`src/rtl/mux2_arbiter.sv`:
```
// Two-channel valid/ready merge into a single registered output slot.
// Define MUX2_ARBITER_RR_EN for round-robin contention; default is fixed B priority.
module mux2_arbiter #(
  parameter int WIDTH = 2
) (
  input  logic             clk,
  input  logic             rst,
  input  logic [WIDTH-1:0] in_b,
  input  logic             in_b_valid,
  output logic             in_b_ready,
  input  logic [WIDTH-1:0] in_c,
  input  logic             in_c_valid,
  output logic             in_c_ready,
  output logic [WIDTH-1:0] A_out,
  output logic             out_valid,
  input  logic             out_ready,
  output logic             out_sel
);

  logic [WIDTH-1:0] r_data;
  logic             r_valid;
  logic             r_sel;
  // last-grant pointer: 0 = B, 1 = C
  logic             r_last;

  logic             w_load_en;
  logic             w_grant_b;
  logic             w_grant_c;
  logic             w_take_b;
  logic             w_take_c;

  assign w_load_en = !r_valid || out_ready;

  // pick at most one channel; contention policy depends on build option
  always_comb begin
    w_grant_b = 1'b0;
    w_grant_c = 1'b0;
    if (in_b_valid && in_c_valid) begin
`ifdef MUX2_ARBITER_RR_EN
      w_grant_b = r_last;
      w_grant_c = !r_last;
`else
      w_grant_b = 1'b1;
`endif
    end else if (in_b_valid) begin
      w_grant_b = 1'b1;
    end else if (in_c_valid) begin
      w_grant_c = 1'b1;
    end
  end

`ifndef MUX2_ARBITER_RR_EN
  // pointer is tracked but does not steer the fixed-priority grant
  logic w_unused_last;
  assign w_unused_last = r_last;
`endif

  // readys are held low during reset so nothing is consumed then
  assign w_take_b   = !rst && w_load_en && w_grant_b;
  assign w_take_c   = !rst && w_load_en && w_grant_c;
  assign in_b_ready = w_take_b;
  assign in_c_ready = w_take_c;

  // output slot: load on accept, empty on drain, hold under backpressure
  always_ff @(posedge clk) begin
    if (rst) begin
      r_data  <= '0;
      r_valid <= 1'b0;
      r_sel   <= 1'b0;
      r_last  <= 1'b1;
    end else if (w_load_en) begin
      if (w_take_b) begin
        r_data  <= in_b;
        r_valid <= 1'b1;
        r_sel   <= 1'b0;
        r_last  <= 1'b0;
      end else if (w_take_c) begin
        r_data  <= in_c;
        r_valid <= 1'b1;
        r_sel   <= 1'b1;
        r_last  <= 1'b1;
      end else begin
        r_valid <= 1'b0;
      end
    end
  end

  assign A_out     = r_data;
  assign out_valid = r_valid;
  assign out_sel   = r_sel;

endmodule

```
`config.mk`:
```
export PLATFORM = sky130hd
export DESIGN_NAME = mux2_arbiter
export DESIGN_NICKNAME = d
export VERILOG_FILES = /design/src/rtl/mux2_arbiter.sv
export SDC_FILE = /design/constraint.sdc
export NUM_CORES = 1
export LEC_CHECK = 0
export CAP_MARGIN = 20
export CORE_AREA = 2 2 39 41
export CTS_CLUSTER_DIAMETER = 60
export CTS_CLUSTER_SIZE = 8
export DETAILED_ROUTE_END_ITERATION = 6
export DIE_AREA = 0 0 41 43
export HOLD_SLACK_MARGIN = 0.12
export SLEW_MARGIN = 15
export SYNTH_ARGS = -nofsm -noshare
export SYNTH_HDL_FRONTEND = slang
export SYNTH_SLANG_ARGS = --single-unit
```
`constraint.sdc`:
```
create_clock -name clk -period 1.1 [get_ports clk]
set_input_delay 0.22 -clock clk [delete_from_list [all_inputs] [get_ports clk]]
set_output_delay 0.22 -clock clk [all_outputs]
set_load 0.05 [all_outputs]
```
== Yosys cells after proc, flatten, opt, wreduce, memory -nomap -nowiden ==
Index checks and enable logic that the tools add are counted.
Cells by class
  reductions and logical operators: 9
  mux-type cells: 11
Operator list (count)
  1-bit 2-to-1 mux: 9
  1-bit logical AND: 4
  2-bit 2-to-1 mux: 2
  1-bit logical NOT: 2
  2-bit AND reduction: 1
  2-bit nonzero test: 1
  1-bit logical OR: 1
Word-level totals
  output and inout bits: 6
  word-level logic and storage cells: 23
  input bits: 9
  register bits after elaboration: 4

== Depth between registers and ports, before layout ==
  word-level depth: 6
  depth in mapped cells: 4
  depth with buffers taken out: 3

== Worst setup path before layout ==
OpenSTA, ideal clock, no wires.
  path kind: reg-to-output
  start point: register r_valid, in the netlist out_valid
  end point: output port in_c_ready
  arrival: 2.327 ns
  path buffers: 0
  setup slack: -1.447 ns
  cell stages (with the launch flop): 3
  required time: 0.880 ns
  cells stage by stage: dfxtp_1 nor2b_1 nor4b_1
Between the ends
  cells in the longest elaborated chain, start to end: 4
RTL lines
  start, declared: RTL line 21  | logic r_valid;
  start signal, assigned: RTL line 68  | r_valid <= 1'b0;
  start signal, assigned: RTL line 74  | r_valid <= 1'b1;
  start signal, assigned: RTL line 79  | r_valid <= 1'b1;
  1-bit logical NOT: RTL line 32  | assign w_load_en = !r_valid || out_ready;
  1-bit logical OR: RTL line 32
  1-bit logical AND (2 in a row): RTL line 60  | assign w_take_c = !rst && w_load_en && w_grant_c;
  end, declared: RTL line 13  | output logic in_c_ready,
Every way passes these cells.

== Final worst setup path ==
Ends and elaborated chain as after synthesis.

==> impl_metrics.ini <==
[status]
status = finished, violations left
violations = negative setup slack

[hold_path]
hold_path_class = in2reg
hp-start = in_c_valid

[clock_tree]
holdBufCountCts = 0
clk_latency_ps = 240
cts_num_sinks = 4
cts_buffer_depth = 2
cts_tree = yes
cts_root_buf = clkbuf_4
cts_buffers = 3
htreeDepth = 1
cts.clk_slew.worst_paths_ps = 40

[sta]
fmax_mhz = 707
rsz0062_at_grt = true
drv_slew = 0
relSlewSlack_pct = 82.3
setup_violations = 2
holdWs_ps = 440
worstMarginPinSlew_ps = 264
finalSetupTns_ps = -517
fin_crit_sh_pct = 129
fin_crit_ps = 1410
fin_worst_skew_ps = 7.31
setup_slack_ps = -315
finalHoldViolations = 0

[synthesis]
synthCells = 23
synth.area.mux_share_pct = 5.10
synth_top_family_by_area = compound AO/OA/AOI/OAI gates
syn_area_um2 = 196
synth-seq-area-share_pct = 40.8
syn_avg_cell_area_um2 = 8.54
syn-num-nets = 32
yosysWarningCount = 0
synthDistinctLibCells = 15
synth_fa_ha_area_share_pct = 0
yosys.area_share.simple_pct = 19.7
yosys_register_bits = 4
synth_compound_area_share_pct = 28.0
synth_xor_area_share_pct = 0

[power_and_ir_drop]
clkPwrFrac_pct = 34.8
p_sw_share_pct = 30.0
power.density_mw_per_mm2 = 1100
ir_drop_v = 0.000732
p_total_uw = 582
p_leak_uw = 0.000232
seq_power_share_pct = 28.6
p_comb_share_pct = 36.6
power.internal_uw = 408
p_switching_uw = 175

[global_route]
gr-total-overflow = 0
grt_pass1_wl_um = 979
track_usage_pct = 8.33
grt_max_degree = 7
antenna_found_initial = 0
grt_pass1_vias = 263

[drt]
avgViaCountPerCell = 4.08
drc = 0
first_pass_iters = 3
postRouteAntennaNets = 0
post_drt_wl_per_cell_um = 9.48
routed_wl_um = 588
first_iter_violations = 2
vias = 253

[finish]
fin_area_um2 = 528
nets = 56
num_antenna_cells = 0
layout-drive-gt1-share_pct = 43.5
syn2layout_area_growth_pct = 169
final_common_cell = buf_12
final_cell_mix = buf_12, buf_4, a21oi_1, clkdlybuf4s50_1

[critical_path]
cp.arrival_ps = 1190
r2r_setup_slack_ps = 60
crit_start = out_valid
cp-end-kind = primary output
crit_path_end = in_c_ready
r2r-start = out_valid
worstRegToRegCells = 4
rr_endpoint = A_out[1]
path_class = reg2out
startpoint_type = flip-flop
critPathMaxFanout = 3
required_ps = 880

[floorplan]
die-width_um = 41
pin_count = 15
start_util_pct = 14.2
design.die.area_mm2 = 0.00176
std_cell_rows = 14
core_mm2 = 0.00138
fp.dieH_um = 43

[placed_design]
detailed_place.area_um2 = 487
post-place-ws_ps = -430
gp_congestion = 0.753
io_buffers = 14
hpwl_um = 462

[flow_run]
maxCapViolations = 0
==> worst min path at each step <==
stage / slack (ps) / endpoint / cells past startpoint
after floorplan: 280 / out_valid / 1
after global placement: 490 / A_out[0] / 2
after detailed placement: 490 / A_out[0] / 2
after CTS: 500 / A_out[0] / 2
after global routing: 470 / out_valid / 4
final: 440 / out_valid / 4
==> what timing repair did <==
| action | CTS | global route |
|---|---|---|
| pin swaps | 2 | 2 |
| buffers inserted | 1 | 0 |
| hold endpoints to repair | 0 | 0 |
| gates resized for setup | 3 | 3 |
| endpoints found under the setup margin | 5 | 5 |
==> metrics by stage <==
stage | instances | util (%)
3_3_place_gp | 57 | 35.2
6_report | 62 | 38.2
2_1_floorplan | 23 | -
3_5_place_dp | 57 | 35.2
5_1_grt | 62 | 38.2
4_1_cts | 62 | 37.3
==> worst max-delay path: stages, from the launching register on <==
cell and delay [ps]:
dfxtp_4 330, nor2b_4 140, nor4b_4 310, buf_12 180
==> Yosys cell counts (all sizes together) <==
cell / number / area [um^2]
mux2i: 1 / 10.0
nor2b: 1 / 6.26
inv: 2 / 7.51
a211oi: 1 / 7.51
o21ai: 2 / 10.0
nor3b: 1 / 7.51
dfxtp: 4 / 80.1
a21oi: 4 / 20.0
nor4b: 1 / 8.76
buf: 1 / 5.00
a221oi: 1 / 8.76
a211o: 1 / 8.76
nand2b: 2 / 12.5
nor2: 1 / 3.75
==> final cells by class <==
cell class              count  area (um^2)
fillers                   135          856
repair buffers             20          248
multi-input cells          16          143
flip-flops and latches      4         83.8
clock buffers               4         26.3
well taps                  16         20.0
inverters                   2         7.51
==> power by group through the flow <==
stage,logic [uW],registers (uW),clock network (uW)
final,213,167,202
after global routing,224,167,230
after CTS,211,167,217
after detailed placement,212,169,0
after global placement,211,169,0
after floorplan,56.3,204,0
==> cell families after synthesis <==
group,after synthesis
AO/OA/AOI/OAI,9
AND/OR/NAND/NOR,6
flip-flops,4
buffers and inverters,3
multiplexers,1
==> flip-flops by register name, indices dropped and copies added (netlist names) <==
name	cells
A_out	2
out_sel	1
out_valid	1
==> per-layer routing <==
metal	track usage (%)	wire (um)	share of wire, %	vias to the layer above
li1	-	-	-	131
met1	9.00	249	42	113
met2	12.5	301	51	9
met3	6.28	37	6.3	0
met4	2.00	0	0	0
met5	0	0	0	-
Power figures use the tool's default switching activity.
